### config.mk
export PLATFORM = sky130hd
export DESIGN_NAME = alu_ctrl_mdu
export DESIGN_NICKNAME = d
export VERILOG_FILES = /design/src/rtl/alu_ctrl_mdu.sv
export SDC_FILE = /design/constraint.sdc
export NUM_CORES = 1
export LEC_CHECK = 0
export CAP_MARGIN = 20
export CORE_ASPECT_RATIO = 0.6
export CORE_MARGIN = 2
export CORE_UTILIZATION = 55
export CTS_BUF_LIST = sky130_fd_sc_hd__clkbuf_8
export DETAILED_ROUTE_END_ITERATION = 16
export PLACE_DENSITY = 0.88
export SLEW_MARGIN = 0
export SYNTH_ARGS = -nofsm -noshare
export SYNTH_HDL_FRONTEND = slang
export SYNTH_SLANG_ARGS = --single-unit
### constraint.sdc
create_clock -name clk_i -period 6 [get_ports clk_i]
set_input_delay 0.6 -clock clk_i [delete_from_list [all_inputs] [get_ports clk_i]]
set_output_delay 0.6 -clock clk_i [all_outputs]
set_load 0.02 [all_outputs]
### src/rtl/alu_ctrl_mdu.sv
// EX-stage ALU control decode plus iterative multiply/divide unit.
// HI/LO registers, shift-add multiply and restoring divide, 1 bit/edge.
module alu_ctrl_mdu #(
    parameter int WIDTH  = 32,
    parameter bit DIV_EN = 1'b1
) (
    input  logic             clk_i,
    input  logic             rst_n_i,
    input  logic             valid_i,
    input  logic             flush_i,
    input  logic [1:0]       aluop_i,
    input  logic [5:0]       funct_i,
    input  logic [WIDTH-1:0] a_i,
    input  logic [WIDTH-1:0] b_i,
    output logic [2:0]       alucont_o,
    output logic             stall_o,
    output logic             done_o,
    output logic [WIDTH-1:0] hi_o,
    output logic [WIDTH-1:0] lo_o,
    output logic [WIDTH-1:0] mdu_rdata_o
);

    localparam int CW = (WIDTH > 1) ? $clog2(WIDTH) : 1;
    localparam logic [CW-1:0] CNT_MAX = CW'(WIDTH - 1);

    localparam logic [5:0] F_MULT  = 6'b011000;
    localparam logic [5:0] F_MULTU = 6'b011001;
    localparam logic [5:0] F_DIV   = 6'b011010;
    localparam logic [5:0] F_DIVU  = 6'b011011;
    localparam logic [5:0] F_MFHI  = 6'b010000;
    localparam logic [5:0] F_MFLO  = 6'b010010;

    typedef enum logic [1:0] {
        S_IDLE,
        S_RUN,
        S_DONE
    } state_t;

    state_t           r_state;
    state_t           w_state_n;
    logic [CW-1:0]    r_cnt;
    logic [WIDTH-1:0] r_ph;
    logic [WIDTH-1:0] r_pl;
    logic [WIDTH-1:0] r_b;
    logic [WIDTH-1:0] r_a_raw;
    logic [WIDTH-1:0] r_hi;
    logic [WIDTH-1:0] r_lo;
    logic             r_is_div;
    logic             r_neg_q;
    logic             r_neg_r;
    logic             r_bzero;

    logic             w_rtype;
    logic             w_is_mul;
    logic             w_is_dv;
    logic             w_is_mf;
    logic             w_start;
    logic             w_sgn_op;
    logic             w_a_neg;
    logic             w_b_neg;
    logic [WIDTH-1:0] w_a_mag;
    logic [WIDTH-1:0] w_b_mag;
    logic [WIDTH:0]   w_sum;
    logic [WIDTH:0]   w_t;
    logic             w_ge;
    logic [WIDTH-1:0] w_diff;
    logic [WIDTH-1:0] w_ph_n;
    logic [WIDTH-1:0] w_pl_n;
    logic [2*WIDTH-1:0] w_prod;
    logic [WIDTH-1:0] w_hi_fin;
    logic [WIDTH-1:0] w_lo_fin;

    assign w_rtype  = (aluop_i == 2'b10);
    assign w_is_mul = (funct_i == F_MULT) || (funct_i == F_MULTU);
    assign w_is_dv  = DIV_EN && ((funct_i == F_DIV) || (funct_i == F_DIVU));
    assign w_is_mf  = (funct_i == F_MFHI) || (funct_i == F_MFLO);
    assign w_start  = valid_i && w_rtype && (w_is_mul || w_is_dv) &&
                      ((r_state == S_IDLE) || (r_state == S_DONE)) && !flush_i;
    assign stall_o  = valid_i && w_rtype && (r_state == S_RUN) &&
                      (w_is_mul || w_is_dv || w_is_mf);
    assign done_o   = (r_state == S_DONE);
    assign hi_o     = r_hi;
    assign lo_o     = r_lo;

    // Signed ops iterate on magnitudes; signs are restored at the last edge
    assign w_sgn_op = (funct_i == F_MULT) || (funct_i == F_DIV);
    assign w_a_neg  = w_sgn_op && a_i[WIDTH-1];
    assign w_b_neg  = w_sgn_op && b_i[WIDTH-1];
    assign w_a_mag  = w_a_neg ? -a_i : a_i;
    assign w_b_mag  = w_b_neg ? -b_i : b_i;

    // ALU control code decode
    always_comb begin
        alucont_o = 3'b101;
        unique case (aluop_i)
            2'b00: alucont_o = 3'b010;
            2'b01: alucont_o = 3'b110;
            2'b11: alucont_o = 3'b100;
            2'b10: begin
                case (funct_i)
                    6'b100000: alucont_o = 3'b010;
                    6'b100010: alucont_o = 3'b110;
                    6'b100100: alucont_o = 3'b000;
                    6'b100101: alucont_o = 3'b001;
                    6'b101010: alucont_o = 3'b111;
                    6'b001000: alucont_o = 3'b011;
                    default:   alucont_o = 3'b101;
                endcase
            end
        endcase
    end

    // HI/LO read mux for mfhi/mflo
    always_comb begin
        mdu_rdata_o = '0;
        if (w_rtype && funct_i == F_MFHI) begin
            mdu_rdata_o = r_hi;
        end else if (w_rtype && funct_i == F_MFLO) begin
            mdu_rdata_o = r_lo;
        end
    end

    // One iteration step of multiply or divide, plus final sign fix-up
    always_comb begin
        w_sum  = {1'b0, r_ph} + (r_pl[0] ? {1'b0, r_b} : '0);
        w_t    = {r_ph, r_pl[WIDTH-1]};
        w_ge   = (w_t >= {1'b0, r_b});
        w_diff = w_t[WIDTH-1:0] - r_b;
        if (r_is_div) begin
            w_ph_n = w_ge ? w_diff : w_t[WIDTH-1:0];
            w_pl_n = {r_pl[WIDTH-2:0], w_ge};
        end else begin
            w_ph_n = w_sum[WIDTH:1];
            w_pl_n = {w_sum[0], r_pl[WIDTH-1:1]};
        end
        w_prod = r_neg_q ? -{w_ph_n, w_pl_n} : {w_ph_n, w_pl_n};
        if (!r_is_div) begin
            w_hi_fin = w_prod[2*WIDTH-1:WIDTH];
            w_lo_fin = w_prod[WIDTH-1:0];
        end else if (r_bzero) begin
            w_hi_fin = r_a_raw;
            w_lo_fin = '1;
        end else begin
            w_hi_fin = r_neg_r ? -w_ph_n : w_ph_n;
            w_lo_fin = r_neg_q ? -w_pl_n : w_pl_n;
        end
    end

    // Next-state logic; flush wins over everything
    always_comb begin
        w_state_n = r_state;
        if (flush_i) begin
            w_state_n = S_IDLE;
        end else begin
            unique case (r_state)
                S_IDLE:  if (w_start) w_state_n = S_RUN;
                S_RUN:   if (r_cnt == '0) w_state_n = S_DONE;
                S_DONE:  w_state_n = w_start ? S_RUN : S_IDLE;
                default: w_state_n = S_IDLE;
            endcase
        end
    end

    // State register
    always_ff @(posedge clk_i or negedge rst_n_i) begin
        if (!rst_n_i) begin
            r_state <= S_IDLE;
        end else begin
            r_state <= w_state_n;
        end
    end

    // Operand capture, iteration datapath and HI/LO write-back
    always_ff @(posedge clk_i or negedge rst_n_i) begin
        if (!rst_n_i) begin
            r_cnt    <= '0;
            r_ph     <= '0;
            r_pl     <= '0;
            r_b      <= '0;
            r_a_raw  <= '0;
            r_hi     <= '0;
            r_lo     <= '0;
            r_is_div <= 1'b0;
            r_neg_q  <= 1'b0;
            r_neg_r  <= 1'b0;
            r_bzero  <= 1'b0;
        end else if (w_start) begin
            r_cnt    <= CNT_MAX;
            r_ph     <= '0;
            r_is_div <= w_is_dv;
            r_neg_q  <= w_a_neg ^ w_b_neg;
            r_neg_r  <= w_a_neg;
            r_bzero  <= (b_i == '0);
            r_a_raw  <= a_i;
            r_pl     <= w_is_dv ? w_a_mag : w_b_mag;
            r_b      <= w_is_dv ? w_b_mag : w_a_mag;
        end else if (r_state == S_RUN && !flush_i) begin
            r_ph  <= w_ph_n;
            r_pl  <= w_pl_n;
            r_cnt <= r_cnt - 1'b1;
            if (r_cnt == '0) begin
                r_hi <= w_hi_fin;
                r_lo <= w_lo_fin;
            end
        end
    end

endmodule
==> flow_metrics.tcl <==
set metrics [dict create \
    post_cts_buffers 0 \
    vias_per_cell 6.98 \
    clk_pin_slew_ns 0.07 \
    r2r_start "r_ph[3]" \
    min_period_ns 5.73 \
    vdd_drop_max_mv 0.134 \
    skew_ns 0.0529 \
    dieArea_mm2 0.0354 \
    power.total_w 0.00521 \
    syn_nets 2580 \
    power_leakage_nw 9.37 \
    n_antenna_cell 0 \
    grt_antenna_before_repair 1 \
    swShare 0.424 \
    startpoint_type "flop" \
    drv_cap 0 \
    hold_ws_ns 0.0330 \
    grt_pass1_wl_mm 123 \
    drt-pass1-iter-count 7 \
    layout_common_cells "nand2_1 (331), nor2_1 (218), o21ai_0 (209), dfrtp_1 (201), clkdlybuf4s50_1 (174)" \
    synth_edf_count 0 \
    fp.dieW_um 242 \
    syn_avg_cell_area_um2 7.65 \
    synth_area_leaders "dfrtp_1 (27%), nand2_1 (6.7%), o21ai_0 (5.6%), ha_1 (4.7%), a21oi_1 (4.4%)" \
    post-route-period-util 0.955 \
    nNetsFinal 2697 \
    setup_violations 0 \
    netlist_instances 2432 \
    crit_start "r_ph[3]" \
    die_h_um 147 \
    yosysWarnings 0 \
    ys_seq_area_frac 0.273 \
    grtUsageTotal 0.465 \
    initial_core_util 0.556 \
    cts-root-buf "clkbuf_8" \
    final_common_cell "nand2_1" \
    drc 0 \
    synth_largest_area_cell "dfrtp_1" \
    worstMarginPinSlew_ns 1.09 \
    drtIter0Drc 3467 \
    wl_met3_mm 16.5 \
    drtAntennaViolNets 0 \
    setup_slack_ns 0.270 \
    rows 52 \
    netlist_area_mm2 0.0186 \
    cellPowerDensity_mw_per_mm2 241 \
    cts_buffers 35 \
    slew_headroom 0.273 \
    outcome "completed" \
    finalSetupTns_ns 0 \
    gp_congestion 1.15 \
    critPathKind "flop to flop" \
    synthArstFlopShare 1.00 \
    h-tree-depth 2 \
    hpwl_mm 65.6 \
    top_layer "met5" \
    combPwrFrac 0.406 \
    worst_ep_required_time_ns 6.50 \
    hp-class "primary input to async pin" \
    multi_input_area_mm2 0.0126 \
    p_int_w 0.00300 \
    cp_max_fo 13 \
    ys_ff_latch 203 \
    grt_max_degree 125 \
    grt_pass1_vias 18816 \
    wl_per_cell_um 28.0 \
    clk_latency_ns 0.61 \
    core_area_mm2 0.0335 \
    vias 21147 \
    io_pins 177 \
    seq_area_mm2 0.00508 \
    cp-end-kind "flop" \
    area_delta_synth_final_pct 16.2 \
    p_sw_w 0.00221 \
    slew_violations 0 \
    cp-endpoint "hi_o[18]" \
    worst_ep_arrival_time_ns 6.23 \
    grt_setup_unrepaired "no" \
    fmax_ghz 0.175 \
    rr_worst_depth 18 \
    port_buffers 176 \
    cts_hold_buf 0 \
    cts_tree "built" \
    netlist.area_leader.share 0.273 \
    drive_above_1_share 0.0743 \
    met1_length_mm 35.3 \
    r2r-end "hi_o[18]" \
    hold_viol_final 0 \
    nFillCells 2904 \
    wl_mm 84.9 \
    r2r_slack_ns 0.27 \
    place_ws_ns 0.540 \
    pwr-share-seq 0.315 \
    ys_types 97 \
    met2_wirelength_mm 29.5 \
    clockBufferDepth 3 \
    grt-ovfl-total 0 \
    synth_flop_cell "dfrtp_1" \
    clkPwrFrac 0.279 \
    clkSinkCount 203 \
]
[routing by layer]
metal / track usage / vias to the layer above
met5: 0 / -
met4: 0.167 / 2
met3: 0.244 / 232
met2: 0.555 / 1771
met1: 0.683 / 10064
li1: - / 9078
[metrics by stage]
step	utilization	instance area [um2]	instances
after floorplan	-	18600	2432
after global placement	0.622	20800	2970
after detailed placement	0.622	20800	2970
after CTS	0.645	21600	3030
after global routing	0.646	21600	3031
final	0.646	21600	3031
[layout make-up]
| class | instances | share of cell area |
|---|---|---|
| clock inverter | 11 | 0.00416 |
| tap | 459 | 0.0265 |
| inverter | 74 | 0.0128 |
| clock buffer | 49 | 0.0312 |
| timing repair buffer | 241 | 0.106 |
| sequential | 203 | 0.235 |
| multi-input combinational | 1994 | 0.585 |
[critical path: stages, from the launching register on]
cell,delay [ns]
dfrtp_1,0.41
ha_1,0.38
a21o_1,0.21
a31o_1,0.27
o21a_4,0.28
o2111ai_1,0.34
a41oi_2,0.28
inv_1,0.20
ha_1,0.20
o211ai_1,0.14
or3_1,0.41
or3_1,0.46
nor2_1,0.14
nand2_1,0.19
or2_2,0.50
o41ai_1,0.58
xor2_1,0.32
o21ai_0,0.12
a31oi_1,0.19
[cells by family (layout without fill, tap and decap cells)]
group,count (synthesis),in the layout,share of synthesized area
AOI/OAI and AO/OA,738,738,0.263
xor gates and xnor gates,171,171,0.0804
adders and majority gates,72,72,0.0492
buffers and inverters,235,375,0.0493
DFF,203,203,0.273
muxes,86,86,0.0471
and+or+nand+nor,927,927,0.238
[sequential cells by signal, indices dropped and copies added, names as in the netlist]
register  flops
hi_o         32
lo_o         32
r_a_raw      32
r_b          32
r_bzero       1
r_cnt         5
r_is_div      1
r_neg_q       1
r_neg_r       1
r_ph         32
r_pl         32
r_state       2
[how the worst min path moves through the flow]
stage / from / slack (ns) / end
6_report: rst_n_i / 0.03 / r_a_raw[27]
5_1_grt: rst_n_i / 0.09 / r_ph[31]
4_1_cts: rst_n_i / 0.09 / r_a_raw[27]
3_5_place_dp: r_a_raw[24] / 0.46 / r_a_raw[24]
3_3_place_gp: r_a_raw[14] / 0.45 / r_a_raw[14]
2_1_floorplan: rst_n_i / 0.30 / hi_o[0]
[Yosys cell counts (19+ instances only)]
cell      number
inv_1         71
or3_1         20
xnor2_1       93
and3_1        19
nand4_1       26
nor4_1        20
nand3_1       77
and2_1        43
nand2_1      331
o211ai_1      65
xor2_1        78
a31oi_1       25
o21ai_0      209
clkbuf_1     121
mux2i_1       75
a21oi_1      164
nor2_1       218
o31ai_1       33
o22a_1        31
ha_1          70
dfrtp_1      203
o41ai_1       20
nor2b_1       19
buf_1         22
a21o_1        30
nor3_1        56
[power groups by stage]
stage,logic (W),registers (W),clock network [W]
6_report,0.00211,0.00164,0.00145
5_1_grt,0.00221,0.00164,0.00150
4_1_cts,0.00200,0.00162,0.00144
3_5_place_dp,0.00198,0.00165,0
3_3_place_gp,0.00195,0.00164,0
2_1_floorplan,0.00120,0.00161,0
[repair_timing]
action                                  CTS  global route
resized for setup                         0             1
endpoints found under the setup margin    0             1
hold endpoints to repair                  0             0
Note: power is estimated with default switching activity, not from simulation.
==> variant 1, RTL diff (config.mk and constraints unchanged) <==
The parameter `DIV_EN` goes from 1'b1 to 1'b0.
--- a/src/rtl/alu_ctrl_mdu.sv
+++ b/src/rtl/alu_ctrl_mdu.sv
@@ -2,7 +2,7 @@
 // HI/LO registers, shift-add multiply and restoring divide, 1 bit/edge.
 module alu_ctrl_mdu #(
     parameter int WIDTH  = 32,
-    parameter bit DIV_EN = 1'b1
+    parameter bit DIV_EN = 1'b0
 ) (
     input  logic             clk_i,
     input  logic             rst_n_i,
Formal check against the unedited RTL: not equivalent (Yosys sat finds a counterexample within 4 cycles, from zero or initial values and one cycle with rst_n_i low).
==> variant 1 against the original RTL <==
Sequential cell count shrank 35; critical path type unchanged; critical endpoint is now hi_o[30]$_DFFE_PN0P_; worst setup slack gained 900 ps; wire length shrank 56%; hold slack gained 450 ps; synthesized cell count shrank 39%; non-clock buffer count shrank 52; sequential share of layout area grew 6.0 points; cell area shrank 34%; area after synthesis shrank 36%; power shrank 46%; highest routed layer is now met4; die area shrank 35%.
==> variant 1: results (changes against the original RTL) <==
r2r_slack_ps: 1170  # +900 ps
clkPwrFrac_pct: 28.4  # +0.5 points
syn-num-nets: 1593  # -38%
outcome: "complete, no violations"
seq_cell_count: 168  # -17%
synth_commonest_cells: "nand2_1 (277), dfrtp_1 (168), o21ai_0 (130)"
synth_compound_area_share_pct: 20.1  # -6.2 points
pwr.group.combinational_mw: 0.730  # -65%
synthAdderAreaFrac_pct: 4.05  # -0.87 points
dp_hpwl_um: 27800  # -58%
wl_um: 37600  # -56%
dr.pass1.iters: 6  # -1
worst_slew_pin_slew_ps: 1140  # +47.8 ps
seq_area_mm2: 0.00420  # -17%
clk_pin_slew_worst_paths_ps: 100  # +30 ps
hold_buffers: 1  # +1
synth_xor_area_share_pct: 10.8  # +2.7 points
clockBufferCount: 18  # -63%
fillers: 1759  # -39%
nNonClkInverters: 17  # -77%
cp_top_family: "simple AND/OR/NAND/NOR gates"
drt_iter0_markers: 1397  # -60%
max-vdd-ir-drop_uv: 158  # +18%
grt_pass1_wl_um: 59100  # -52%
grt_max_degree: 129  # +3.2%
yosysUniqueCellTypes: 77  # -21%
crit_arrival_ps: 5240  # -990 ps
nets: 1717  # -36%
dr_total_vias: 11700  # -45%
finalClockSkew_ps: 15.1  # -37.8 ps
multi_input_gates: 1210  # -39%
clk_share_pct: 2.58  # -0.95 points
hp-class: "flop to flop"
multi_input_area_share_pct: 51.7  # -6.8 points
clk_path_buf_depth: 2  # -1
gp_congestion: 0.943  # -18%
clock_insertion_delay_worst_skew_ps: 500  # -110 ps
cp_slowest_stage_delay_ps: 1020  # +440 ps
## variant 1: cell count changes in the layout (fill, tap and decap cells not counted), sizes merged, moves of 35 or more
cell    unedited run  this run
mux2i             76        34
nor3              60        24
inv               78        20
buf               66        14
o21ai            212       165
o211ai            66         9
nor2             218       123
nand2            331       278
a21oi            165        62
dfrtp            203       168
nand3             78        39
## variant 1: metal layers
| metal | track usage, % | part of all wire [%] | up-vias |
|---|---|---|---|
| li1 | - | - | 5464 |
| met1 | 50.5 | 48 | 5652 |
| met5 | 0 | 0 | - |
| met3 | 5.85 | 8.2 | 38 |
| met2 | 47.0 | 43 | 547 |
| met4 | 5.97 | 0.87 | 0 |
## variant 1: final timing paths
kind,start,depth (start not counted),endpoint
worst max-delay path,r_pl[0]$_DFFE_PN0P_,11,hi_o[30]$_DFFE_PN0P_
worst min-delay path,r_b[31]$_DFFE_PN0P_,2,r_b[31]$_DFFE_PN0P_
worst max register to register,r_pl[0]$_DFFE_PN0P_,11,hi_o[30]$_DFFE_PN0P_
worst min register to register,r_b[31]$_DFFE_PN0P_,2,r_b[31]$_DFFE_PN0P_
max in group asynchronous,rst_n_i,3,hi_o[18]$_DFFE_PN0P_
min in group asynchronous,rst_n_i,2,r_ph[15]$_DFFE_PN0P_
## variant 1: stage by stage
stage	worst slack, ps	cells	power (mW)	instance area (µm²)
5_1_grt	819	1893	2.94	14200
6_report	1170	1893	2.82	14200
4_1_cts	1300	1891	2.80	14200
3_3_place_gp	1460	1860	1.98	13800
3_5_place_dp	1320	1860	2.01	13800
2_1_floorplan	2500	1479	1.73	11900
==> variant 2, RTL diff (same settings) <==
Without the edit above. Reset style: synchronous (`rst_n_i`), changed in 2 clocked blocks.
--- a/src/rtl/alu_ctrl_mdu.sv
+++ b/src/rtl/alu_ctrl_mdu.sv
@@ -162,7 +162,7 @@
     end
 
     // State register
-    always_ff @(posedge clk_i or negedge rst_n_i) begin
+    always_ff @(posedge clk_i) begin
         if (!rst_n_i) begin
             r_state <= S_IDLE;
         end else begin
@@ -171,7 +171,7 @@
     end
 
     // Operand capture, iteration datapath and HI/LO write-back
-    always_ff @(posedge clk_i or negedge rst_n_i) begin
+    always_ff @(posedge clk_i) begin
         if (!rst_n_i) begin
             r_cnt    <= '0;
             r_ph     <= '0;
Function: differs if rst_n_i is asserted again (counterexample within 4 cycles, from zero or initial values and one cycle with rst_n_i low); with rst_n_i held inactive, the same outputs for 10 cycles.
==> variant 2 against the original RTL <==
Worst setup slack worse by 13 ps; hold slack better by 430 ps; count of clock-buffer cells in the layout down 7; die area down 1.9%; wire length down 1.4%; critical endpoint is now hi_o[30]$_SDFFE_PN0P_; cell area down 2.0%; largest cell class unchanged; area after synthesis down 1.9%; core utilization up 0.57 points; sequential cell count unchanged; non-clock buffer count up 12.
Power is not compared: it rests on default switching activity, and its combinational part moved more than twofold at a synthesized area within 25%.
==> variant 2: results (changes against the original RTL) <==
outcome: "complete, no violations"
yosysUniqueCellTypes: 86  # -11%
synthAdderAreaFrac_pct: 5.01  # +0.095 points
synth_area_leaders: "dfxtp_1 (22%), nand2_1 (7.7%), a21oi_1 (5.2%)"
synth-seq-area-share_pct: 22.3  # -5.0 points
synth-async-reset-ratio_pct: 0  # -100 points
post_route_cells_drive_above_1_share_pct: 6.78  # -0.65 points
syn-num-nets: 2694  # +4.4%
pwr.group.combinational_mw: 0.343
synth_compound_area_share_pct: 30.3  # +4.0 points
h-tree-depth: 2  # unchanged
finalClockSkew_ps: 36.0  # -16.9 ps
wl_met2_um: 29600  # +0.35%
root_buffer: "clkbuf_8"
crit_arrival_ps: 6200  # -30 ps
cp_top_family: "simple AND/OR/NAND/NOR gates"
grt_max_degree: 109  # -13%
numCtsBuffers: 35  # unchanged
dr.pass1.iters: 7  # unchanged
power_frac_seq_pct: 43.7
max-vdd-ir-drop_uv: 180
synth.area.mux_share_pct: 4.49  # -0.22 points
nets: 2809  # +4.2%
fillers: 2915  # +0.38%
p_leak_nw: 8.03
grt_pass1_vias: 18800  # -0.29%
antenna_found_initial: 6  # +5
avgViaCountPerCell: 6.97  # about the same
io_buffers: 176  # unchanged
p_sw_mw: 0.894
gp_congestion: 1.10  # -4.2%
placed_area_mm2: 0.0205  # -1.8%
dp_hpwl_um: 65700  # about the same
wl_met1_um: 35500  # +0.52%
p_total_mw: 3.10
cp_slowest_stage_delay_ps: 460  # -120 ps
yosys_warnings: 0  # unchanged
wl_met3_um: 16000  # -2.7%
drt_iter0_markers: 3590  # +3.5%
highest-signal-layer: "met5"
clk_path_buf_depth: 3  # unchanged
clock_insertion_delay_worst_skew_ps: 590  # -20 ps
synth_xor_area_share_pct: 8.63  # +0.59 points
clk_pin_slew_worst_paths_ps: 60
maxSlewHeadroom_pct: 20.7  # -6.6 points
hp-class: "flop to flop"
track_usage_pct: 46.2  # -0.27 points
synth_commonest_cells: "nand2_1 (376), nor2_1 (220), dfxtp_1 (203)"
worstPathMaxFanout: 15  # +2
wl_um: 83700  # -1.4%
synth_flop_cell: "dfxtp_1"
slowest_stage: "or4_1"
grt_pass1_wl_um: 121000  # -1.8%
variant 2: cell count changes in the layout (fill, tap and decap cells not counted), sizes merged, moves of 13 or more:
cell	change
a21boi	+83
nand3	-40
dfrtp	-203
a21oi	+24
o22a	-31
o21ai	-43
o21a	+13
dfxtp	+203
buf	+13
a211oi	+40
xnor2	+15
nand2	+46
o211ai	+35
variant 2: worst register-to-register path: stages (launching register included):
cell,delay (ps)
dfxtp_1,350
inv_1,50
ha_1,440
nand3_1,360
nor2_1,380
and4_1,380
o311ai_4,200
buf_4,280
nand3_1,110
a31oi_1,150
inv_1,150
ha_1,240
nand2_1,100
or3_1,310
o21ai_0,80
mux2i_1,140
or4_1,460
or3_1,440
or4_1,450
o2111a_1,250
a211oi_1,210
a21oi_1,90
variant 2: cells by family (layout without fill, tap and decap cells):
logic type               after synthesis  in the layout
AND/OR/NAND/NOR                      937            937
AO/OA/AOI/OAI                        835            835
buffers and inverters                238            376
flip-flops                           203            203
XOR/XNOR                             180            180
multiplexers                          81             81
adder cells (fa/ha/maj)               72             72
other                                  0              1
variant 2: path summary, 6_finish.rpt:
| check | from | endpoint | slack (ps) | cells past startpoint |
|---|---|---|---|---|
| worst max register to register | r_b[26]$_SDFFE_PN0P_ | hi_o[30]$_SDFFE_PN0P_ | 260 | 21 |
| worst max-delay path | r_b[26]$_SDFFE_PN0P_ | hi_o[30]$_SDFFE_PN0P_ | 260 | 21 |
| worst min register to register | r_a_raw[27]$_SDFFE_PN0P_ | r_a_raw[27]$_SDFFE_PN0P_ | 460 | 2 |
| worst min-delay path | r_a_raw[27]$_SDFFE_PN0P_ | r_a_raw[27]$_SDFFE_PN0P_ | 460 | 2 |
variant 2: routing by layer:
layer  track usage, %  vias to the layer above
li1                 -                     9467
met3             24.1                      176
met2             55.8                     1846
met1             69.0                    10200
met5             2.89                        -
met4             10.7                        8
variant 2: layout make-up:
cell class	instances	share of cell area, %
Multi-Input combinational cell	2105	62.8
Sequential cell	203	19.2
Timing Repair Buffer	253	11.0
Clock buffer	42	2.73
Tap cell	424	2.50
Inverter	63	1.12
Clock inverter	18	0.643
Antenna cell	1	0.0118
variant 2: timing repair:
action | 4_1_cts | 5_1_grt
buffers inserted | 0 | 0
gates resized for setup | 0 | 4
setup endpoints to repair | 0 | 3
variant 2: through the flow:
step / utilization (%) / hold WS (ps) / std cells / setup WS [ps]
CTS: 65.1 / 462 / 3108 / 345
global placement: 62.9 / 450 / 3047 / 583
finish: 65.1 / 460 / 3109 / 256
floorplan: - / 438 / 2546 / 903
detailed placement: 62.9 / 453 / 3048 / 379
global route: 65.1 / 490 / 3108 / 51.8
